--- config.mk ---
export PLATFORM = sky130hd
export DESIGN_NAME = sram_req_sched
export DESIGN_NICKNAME = d
export VERILOG_FILES = /design/src/rtl/sram_req_sched_pkg.sv /design/src/rtl/sram_req_sched_rr_arb2.sv /design/src/rtl/sram_req_sched.sv
export SDC_FILE = /design/constraint.sdc
export NUM_CORES = 1
export LEC_CHECK = 0
export ABC_AREA = 1
export CELL_PAD_IN_SITES_DETAIL_PLACEMENT = 1
export CELL_PAD_IN_SITES_GLOBAL_PLACEMENT = 1
export CORE_MARGIN = 2
export CORE_UTILIZATION = 26
export CTS_BUF_LIST = sky130_fd_sc_hd__clkbuf_8
export DETAILED_ROUTE_END_ITERATION = 7
export PLACE_DENSITY_LB_ADDON = 0.2
export SLEW_MARGIN = 20
export SYNTH_ARGS = -nofsm -noshare
export SYNTH_HDL_FRONTEND = slang
export SYNTH_SLANG_ARGS = --single-unit
--- constraint.sdc ---
create_clock -name clk -period 1.25 [get_ports clk]
set_clock_uncertainty 0.15 [all_clocks]
set_input_delay 0.25 -clock clk [delete_from_list [all_inputs] [get_ports clk]]
set_output_delay 0.25 -clock clk [all_outputs]
set_load 0.1 [all_outputs]
--- src/rtl/sram_req_sched_pkg.sv ---
`default_nettype none
// ============================================================================
// Module      : sram_req_sched_pkg
// Description : Shared constants for the two-client SRAM request scheduler:
//               FSM state encodings, byte-lane enable value and a small
//               helper that turns a one-hot grant into a client ID.
// Revision    : 1.0 - initial release
// ============================================================================
package sram_req_sched_pkg;

    // Scheduler FSM states
    localparam logic [1:0] ST_IDLE = 2'd0;
    localparam logic [1:0] ST_WR   = 2'd1;
    localparam logic [1:0] ST_RD   = 2'd2;
    localparam logic [1:0] ST_CAP  = 2'd3;

    // Only the low byte lane of the connector is ever used
    localparam logic [1:0] BYTE_LO = 2'b01;

    // One-hot two-way grant to client index (bit 1 set means client 1)
    function automatic logic gnt_to_id(input logic [1:0] gnt);
        return gnt[1];
    endfunction

endpackage
`default_nettype wire

--- src/rtl/sram_req_sched_rr_arb2.sv ---
`default_nettype none
// ============================================================================
// Module      : rr_arb2
// Description : Two-way round-robin arbiter, purely combinational.
//               On a tie the client that was not granted last wins.
//               The last-grant history is held by the parent.
// Revision    : 1.0 - initial release
// ============================================================================
module rr_arb2 (
    input  logic [1:0] req,
    input  logic       last,
    output logic [1:0] gnt
);

    // A lone requester always wins; on a tie, 'last' selects who waits
    always_comb begin
        gnt    = 2'b00;
        gnt[0] = req[0] & (~req[1] |  last);
        gnt[1] = req[1] & (~req[0] | ~last);
    end

endmodule
`default_nettype wire

--- src/rtl/sram_req_sched.sv ---
`default_nettype none
// ============================================================================
// Module      : sram_req_sched
// Description : Two-client byte-wide request scheduler in front of the SRAM
//               connector. Round-robin arbitration, single-cycle registered
//               write/read strobes, registered read-data capture and a
//               one-cycle response pulse back to the issuing client.
// Revision    : 1.0 - initial release
// ============================================================================
module sram_req_sched
    import sram_req_sched_pkg::*;
#(
    parameter int ADDR_W = 12,
    parameter int DATA_W = 8
) (
    input  logic              clk,
    input  logic              rst,          // asynchronous, active low
    input  logic [1:0]        req_valid,
    output logic [1:0]        req_ready,
    input  logic [1:0]        req_we,
    input  logic [ADDR_W-1:0] req_addr0,
    input  logic [ADDR_W-1:0] req_addr1,
    input  logic [DATA_W-1:0] req_wdata0,
    input  logic [DATA_W-1:0] req_wdata1,
    output logic [1:0]        rsp_valid,
    output logic [DATA_W-1:0] rsp_rdata,
    output logic              mem_write,
    output logic              mem_read,
    output logic [1:0]        mem_byte_en,
    output logic [ADDR_W-1:0] mem_addr,
    output logic [DATA_W-1:0] mem_wdata,
    input  logic [DATA_W-1:0] mem_rdata
);

    // ------------------------------------------------------------------
    // State and output registers
    // ------------------------------------------------------------------
    logic [1:0]        state_q,       state_d;
    logic              last_grant_q,  last_grant_d;
    logic              cmd_id_q,      cmd_id_d;
    logic [ADDR_W-1:0] mem_addr_q,    mem_addr_d;
    logic [DATA_W-1:0] mem_wdata_q,   mem_wdata_d;
    logic              mem_write_q,   mem_write_d;
    logic              mem_read_q,    mem_read_d;
    logic [1:0]        mem_byte_en_q, mem_byte_en_d;
    logic [1:0]        rsp_valid_q,   rsp_valid_d;
    logic [DATA_W-1:0] rsp_rdata_q,   rsp_rdata_d;

    // ------------------------------------------------------------------
    // Arbitration and accept decode
    // ------------------------------------------------------------------
    logic [1:0]        gnt;
    logic              accept;
    logic              acc_id;
    logic              acc_we;
    logic [ADDR_W-1:0] acc_addr;
    logic [DATA_W-1:0] acc_wdata;

    rr_arb2 u_arb (
        .req  (req_valid),
        .last (last_grant_q),
        .gnt  (gnt)
    );

    // Ready is the grant, but only while the scheduler can take a command
    always_comb begin
        req_ready = (state_q == ST_IDLE) ? gnt : 2'b00;
    end

    // Select the winning client's command fields
    always_comb begin
        accept    = |req_ready;
        acc_id    = gnt_to_id(req_ready);
        acc_we    = acc_id ? req_we[1]  : req_we[0];
        acc_addr  = acc_id ? req_addr1  : req_addr0;
        acc_wdata = acc_id ? req_wdata1 : req_wdata0;
    end

    // ------------------------------------------------------------------
    // Next-state logic. Strobes and byte enables default low so they are
    // only ever high for the single cycle following an accept.
    // ------------------------------------------------------------------
    always_comb begin
        state_d       = state_q;
        last_grant_d  = last_grant_q;
        cmd_id_d      = cmd_id_q;
        mem_addr_d    = mem_addr_q;
        mem_wdata_d   = mem_wdata_q;
        mem_write_d   = 1'b0;
        mem_read_d    = 1'b0;
        mem_byte_en_d = 2'b00;
        rsp_valid_d   = 2'b00;
        rsp_rdata_d   = rsp_rdata_q;

        case (state_q)
            ST_IDLE: begin
                if (accept) begin
                    cmd_id_d      = acc_id;
                    last_grant_d  = acc_id;
                    mem_addr_d    = acc_addr;
                    mem_wdata_d   = acc_wdata;
                    mem_byte_en_d = BYTE_LO;
                    if (acc_we) begin
                        mem_write_d = 1'b1;
                        state_d     = ST_WR;
                    end else begin
                        mem_read_d  = 1'b1;
                        state_d     = ST_RD;
                    end
                end
            end
            ST_WR: begin
                state_d = ST_IDLE;
            end
            ST_RD: begin
                // Connector samples the read at the end of this cycle
                state_d = ST_CAP;
            end
            ST_CAP: begin
                // Connector's registered data_out is valid in this cycle
                rsp_rdata_d           = mem_rdata;
                rsp_valid_d[cmd_id_q] = 1'b1;
                state_d               = ST_IDLE;
            end
            default: begin
                state_d = ST_IDLE;
            end
        endcase
    end

    // Register all state; reset drops any in-flight command immediately
    always_ff @(posedge clk or negedge rst) begin
        if (!rst) begin
            state_q       <= ST_IDLE;
            last_grant_q  <= 1'b1;
            cmd_id_q      <= 1'b0;
            mem_addr_q    <= '0;
            mem_wdata_q   <= '0;
            mem_write_q   <= 1'b0;
            mem_read_q    <= 1'b0;
            mem_byte_en_q <= 2'b00;
            rsp_valid_q   <= 2'b00;
            rsp_rdata_q   <= '0;
        end else begin
            state_q       <= state_d;
            last_grant_q  <= last_grant_d;
            cmd_id_q      <= cmd_id_d;
            mem_addr_q    <= mem_addr_d;
            mem_wdata_q   <= mem_wdata_d;
            mem_write_q   <= mem_write_d;
            mem_read_q    <= mem_read_d;
            mem_byte_en_q <= mem_byte_en_d;
            rsp_valid_q   <= rsp_valid_d;
            rsp_rdata_q   <= rsp_rdata_d;
        end
    end

    // Drive outputs straight from registers
    always_comb begin
        mem_write   = mem_write_q;
        mem_read    = mem_read_q;
        mem_byte_en = mem_byte_en_q;
        mem_addr    = mem_addr_q;
        mem_wdata   = mem_wdata_q;
        rsp_valid   = rsp_valid_q;
        rsp_rdata   = rsp_rdata_q;
    end

endmodule
`default_nettype wire

## Yosys cells after proc, flatten, opt, wreduce, memory -nomap -nowiden

Index checks and enable logic that the tools add are counted.

| word-level totals | value |
|---|---|
| bits in latches | 0 |
| bits in registers | 38 |
| input port bits | 54 |
| memory bits (writable) | 0 |
| bits in read-only memories | 0 |
| memories kept | 0 |
| output and inout bits | 36 |

| operators by class | value |
|---|---|
| add/subtract/negate cells | 0 |
| divide/modulo/power cells | 0 |
| order comparisons | 2 |
| multiplexer cells | 18 |
| reduce and logical (&&, ||, !) cells | 5 |
| bitwise operators | 7 |
| shift operators | 0 |
| $mul | 0 |
| equal/unequal tests | 4 |

Operators with widths:

| kind | count |
|---|---|
| 2-to-1 mux 12 bit | 1 |
| 2-to-1 mux 1 bit | 10 |
| 2-to-1 mux 2 bit | 4 |
| 2-to-1 mux 8 bit | 1 |
| case mux 2 bit (3 select lines) | 1 |
| equality test 2 bit (second input constant) | 2 |
| OR reduction 2 bit | 2 |
| NOT 1 bit | 3 |
| bitwise AND 1 bit | 2 |
| equality test 2 x 1 -> 1 bit (second input constant) | 1 |
| zero test 2 bit | 1 |
| less-than comparator 1 x 2 -> 1 bit (second input constant) | 1 |
| inequality test 2 bit (second input constant) | 1 |
| OR 1 bit | 2 |
| AND reduction 2 bit | 1 |
| demux 1 bit (select 1 bit) | 1 |
| greater-or-equal comparator 1 bit (second input constant) | 1 |
| logical AND 1 bit | 1 |

## Logic depth before layout (Yosys ltp)

Gate-level depths: netlist (run 1).

| logic depth | value |
|---|---|
| depth in word-level cells | 8 |
| gate-level depth with buffers | 7 |
| depth with buffers taken out | 6 |

## Hierarchy

From an unflattened synthesis (run 1), not the netlist that was laid out.

| unflattened totals | value |
|---|---|
| cell total of the unflattened synthesis | 247 |
| area total of the unflattened synthesis | 1828.0 um^2 |

Modules (own cells, without submodules):

| module | times used | cells each | area each (um^2) | seq. area each (um^2) |
|---|---|---|---|---|
| sram_req_sched | 1 | 243 | 1800.5 | 927.1 |
| rr_arb2 | 1 | 4 | 27.5 | 0.0 |

## Worst setup path before layout (run 1)

Ideal clock, no wire load.

| timing path | value |
|---|---|
| path type | reg2out |
| from | register state_q[1] |
| to | output req_ready[0] |
| cell stages (with the launch flop) | 5 |
| path slack | -1.448 ns |
| data required time | 0.850 ns |
| buffers on the path | 1 |
| arrival | 2.298 ns |
| cell sequence | dfrtp_1 -> nor2_8 -> buf_4 -> nand2_1 -> a21oi_1 |

| on the way | value |
|---|---|
| cells in the longest elaborated chain, start to end | 2 |

Ends and longest elaborated chain:

| element | RTL line | RTL |
|---|---|---|
| start: declaration | sram_req_sched.sv:38 | `logic [1:0] state_q, state_d;` |
| start signal: assignment | sram_req_sched.sv:145 | `state_q <= state_d;` |
| zero test 2 bit | sram_req_sched.sv:67 | `req_ready = (state_q == ST_IDLE) ? gnt : 2'b00;` |
| 2-to-1 mux 2 bit | sram_req_sched.sv:67 |  |
| end: declaration | sram_req_sched.sv:19 | `output logic [1:0] req_ready,` |

No other way between the ends.

## Worst setup path after layout (run 1)

Ends and elaborated chain as after synthesis.

==> metrics.csv, run 1 <==
metric,value,unit
"top cells by area, synth","dfrtp_1 50%, nand2_1 23%, nand4_1 7.3%",
H-tree depth,2,
global-route wire length before repair,9791,um
routability cong.,0.7250,
row cnt,30,
DRT Pass-1 Iters,4,
CTS tree,yes,
number of global-route vias before repair,1972,
antenna cells,0,
Initial Utilization,26.67,%
max incr delay on CP,0.44,ns
Reg2Reg Depth,8,
CTS sink count,37,
Die Area,7612,um^2
share of cells above drive strength 1,54.15,%
Area Overhead vs Synth,112.5,%
core area,6756,um^2
outcome,finished with violations,
crit-path cells,"nor2_8, nand2_4, a21oi_4, buf_12",
WL/cell,15.96,um
synthesized area,1802,um^2
crit path max fanout,4,
Hold Path Depth,1,
vias per inst,4.590,
Syn Area/Cell,8.704,um^2
DP Wirelength,4121,um
maxcap violations,0,
Root Buffer,clkbuf_8,
#FFs+latches synth,37,
number of synthesized flops with an enable pin,0,
WS Path Type,reg2out,
sequential share of the synthesized area,51.46,%
Async SR Flop Fraction,100.0,%
CTS Buffer Depth,2,
Die Span Y,87.25,um
failing checks,negative setup slack,
Num CTS Buffers,5,
WP data arrival,1.30,ns
DRT iter0 DRCs,60,
Die X-Extent,87.25,um
Final Slew Violations,0,
HP Class,reg2reg,
DRT Wirelength,6463,um
f_max,588.3,MHz
Final period util,136.0,%
GR Overflow Total,0,
largest net degree at the start of global routing,38,
Tmin final,1.700,ns
most frequent cell after synthesis,nand2_1,
Vias,1859,
Worst-path clk slew,0.08,ns
CP Data Required Time,0.85,ns
Synth area leader,dfrtp_1,
RSZ-0062 raised after global routing,yes,
Yosys cell types,20,
IO buf count,88,
endpoints failing setup,72,
Routed Antenna Nets,0,
CP Launch Type,flop,
Synth Warn #,0,
Fin. Hold Viols,0,
CP max stage cell,dfrtp_2,
num ports,90,
Synth Net Count,261,
layout net count,378,
gr usage total,16.93,%
final worst slack,-0.4499,ns
top_reg_cell synth,dfrtp_1,
number of remaining DRC errors,0,
CP Capture Type,primary output,
worst-skew pair later-pin latency,0.29,ns
final core occ,56.67,%
initial antenna violation count,0,
Syn Inst Count,207,
Yosys top cell area share,50.00,%
synth cell count leaders,"108 x nand2_1, 36 x dfrtp_1, 21 x nand4_1, 8 x inv_1, 8 x mux2_2",
[cells in the final DEF, fill, tap and decap left out, types with 6 or more instances in the layout]
master,Yosys,final
mux2_2,8,7
dfrtp_2,0,35
buf_4,5,18
nand2_4,0,21
nand4_1,21,21
nand2_1,108,62
buf_12,2,41
inv_1,8,7
clkbuf_8,0,6
clkdlybuf4s50_1,0,50
nand2_2,1,25
[layer usage]
layer	routed length [um]	up-vias	global-route usage, %	part of all wire [%]
li1	-	890	-	-
met1	2870	901	21.20	44
met2	3177	64	28.65	49
met3	367	4	4.929	5.7
met4	48	0	4.196	0.74
met5	0	-	0	0
[worst max-delay path, delay by kind of cell, from the launching register on]
family                 cells  cell delay (ns)
AO/OA/AOI/OAI              1             0.15
buffers and inverters      1             0.19
flip-flops                 1             0.44
AND/OR/NAND/NOR            2             0.22
[worst paths after layout]
check / start / end / slack, ns
setup reg to reg: state_q[1] / mem_addr[8] / -0.27
min in group asynchronous: rst / mem_addr[1] / 0.31
max in group asynchronous: rst / last_grant_q / 0.38
hold reg to reg: cmd_id_q / rsp_valid[0] / 0.28
setup / recovery: state_q[1] / req_ready[0] / -0.45
hold / removal: cmd_id_q / rsp_valid[0] / 0.28
[logic make-up (layout without fill, tap and decap cells)]
group	count (synthesis)	in the layout	share of synthesized area (%)
simple gates	135	135	32.92
flops	37	37	51.46
buf+inv	22	140	8.681
mux	8	8	5.000
compound gates	4	4	1.736
other cells	1	1	0.2081
[repair_timing]
action	CTS	global route
pin swaps	10	18
buffers inserted	11	4
hold endpoints to repair	36	0
gates resized for setup	42	54
gates cloned	3	2
setup endpoints to repair	72	72
hold buffers	1	0
[registers in the layout (all words and copies together) (netlist names)]
signal,count
rsp_valid,2
mem_addr,12
mem_read,1
mem_byte_en,1
mem_wdata,8
rsp_rdata,8
last_grant_q,1
state_q,2
mem_write,1
cmd_id_q,1
[final cells by class]
cell class	count	area, um^2
fill	740	2928
sequential	37	970.9
inverter	9	45.04
tap	80	100.1
timing repair inverter	3	21.27
clock buffer	6	82.58
clock inverter	2	37.54
multi-input combinational	148	970.9
timing repair buffer	120	1600
[metrics by stage]
stage	std cells	instance area [um^2]	setup TNS (ns)	worst slack [ns]	hold slack, ns
global placement	379	3241	-13.88	-0.4619	0.08835
floorplan	207	1873	-1.659	-0.4863	-0.1956
finish	405	3829	-9.305	-0.4499	0.2766
CTS	401	3618	-9.208	-0.4560	0.2722
detailed placement	379	3241	-14.87	-0.5091	0.08693
global route	405	3829	-12.34	-0.5004	0.2917
Power of run 1 is left out: the tool's default activity adds up to more than one toggle a clock period on the data nets, which glitch-free logic cannot reach.
==> run 2: changes to the inputs <==
Settings changed: MAX_ROUTING_LAYER from default to met4.
==> run 2 against run 1 <==
  * The flow still finishes with violations (negative setup slack)
  * Clock-buffer cell count is the same
  * Critical endpoint unchanged
  * Maximum frequency is 0.15% higher
  * Hold slack is essentially flat
  * Cell area did not move
  * Global-route usage up 0.49 points
  * Non-clock buffer count unchanged
  * Die area is the same
  * Routed wire length about the same
  * Final cell count did not move
  * Core utilization unchanged
  * Setup slack improved by 0.0026 ns
==> metrics.csv, run 2 (same netlist as run 1, synthesis figures left out) <==
metric,value,unit
outcome,finished with violations,
failing checks,negative setup slack,
DRT Pass-1 Iters,3,
WP buf/inv,1,
Final period util,135.8,%
CP Launch Type,flop,
Area Overhead vs Synth,112.5,%
Placed Cells,379,
Worst-path clk slew,0.08,ns
Die Area,7612,um^2
Die Span Y,87.25,um
RSZ-0062 raised after global routing,yes,
final worst slack,-0.4473,ns
num ports,90,
maxcap violations,0,
"commonest cells after routing, fill and taps aside","62 x nand2_1, 50 x clkdlybuf4s50_1, 41 x buf_12, 35 x dfrtp_2, 25 x nand2_2",
CP Data Required Time,0.85,ns
f_max,589.2,MHz
share of cells above drive strength 1,54.15,%
row cnt,30,
routability cong.,0.7336,
HP Class,reg2reg,
CP max stage cell,dfrtp_2,
Initial Utilization,26.67,%
vias per inst,4.593,
max incr delay on CP,0.44,ns
Routed Antenna Nets,0,
Largest register FFs,12,
Vias,1860,
"commonest non-fill, non-tap cell in the layout",nand2_1,
"delay-heaviest family, CP",flip-flops,
Final Slew Violations,0,
layout net count,378,
Die X-Extent,87.25,um
filler cell count in the final layout,740,
WS Path Type,reg2out,
Root Buffer,clkbuf_8,
Num CTS Buffers,5,
CTS tree,yes,
H-tree depth,2,
crit path max fanout,4,
worst-skew pair later-pin latency,0.29,ns
GR Overflow Total,0,
global-route wire length before repair,9770,um
IO buf count,88,
WP data arrival,1.30,ns
DRT Wirelength,6465,um
Fin. Hold Viols,0,
gr usage total,17.43,%
final cell count without fillers,405,
number of global-route vias before repair,1977,
CTS Buffer Depth,2,
WL/cell,15.96,um
largest net degree at the start of global routing,38,
CTS sink count,37,
number of remaining DRC errors,0,
DRT iter0 DRCs,49,
initial antenna violation count,0,
CP Capture Type,primary output,
core area,6756,um^2
crit-path cells,"nor2_8, nand2_4, a21oi_4, buf_12",
Tmin final,1.697,ns
antenna cells,0,
DP Wirelength,4121,um
endpoints failing setup,72,
run 2: cell counts in the layout (fill, tap and decap cells not counted):
No cell type changed its count.
run 2: worst paths after layout:
kind | startpoint | endpoint | slack [ns] | depth (start not counted)
min in group asynchronous | rst | mem_addr[1] | 0.31 | 3
min reg2reg | cmd_id_q | rsp_valid[0] | 0.28 | 1
min | cmd_id_q | rsp_valid[0] | 0.28 | 1
max | state_q[1] | req_ready[0] | -0.45 | 4
max reg2reg | state_q[1] | mem_addr[8] | -0.27 | 8
max in group asynchronous | rst | last_grant_q | 0.38 | 3
run 2: through the flow:
stage | hold WS [ns] | setup slack [ns] | util, % | setup TNS, ns | area [um^2]
2_1_floorplan | -0.1956 | -0.4863 | - | -1.659 | 1873
3_3_place_gp | 0.08835 | -0.4619 | 47.96 | -13.88 | 3241
3_5_place_dp | 0.08693 | -0.5091 | 47.96 | -14.87 | 3241
4_1_cts | 0.2722 | -0.4560 | 53.56 | -9.208 | 3618
5_1_grt | 0.2917 | -0.5004 | 56.67 | -12.34 | 3829
6_report | 0.2767 | -0.4473 | 56.67 | -9.295 | 3829
run 2: repair_timing:
item,in CTS,in global routing
gates resized for setup,42,54
hold endpoints to repair,36,0
gates cloned,3,2
pin swaps,10,18
setup endpoints to repair,72,72
buffers inserted,11,4
hold buffers,1,0
run 2: routing by layer:
metal	vias to the layer above	part of all wire (%)	GRT usage, %
met5	-	0	-
met4	0	0.70	4.196
li1	891	-	-
met2	60	49	28.65
met1	905	45	21.50
met3	4	5.3	4.455
run 2: final cells by class:
cell class	instances	area (um^2)	area share, %
multi-input combinational	148	970.9	25.36
sequential	37	970.9	25.36
clock buffer	6	82.58	2.157
timing repair inverter	3	21.27	0.5556
clock inverter	2	37.54	0.9804
timing repair buffer	120	1600	41.80
tap	80	100.1	2.614
inverter	9	45.04	1.176
run 2: worst reg2reg max path, delay by kind of cell, from the launching register on:
kind          cells  cell delay [ns]
simple gates      6             0.49
buf+inv           2             0.32
flops             1             0.44
Power of run 2 is left out for the same reason.
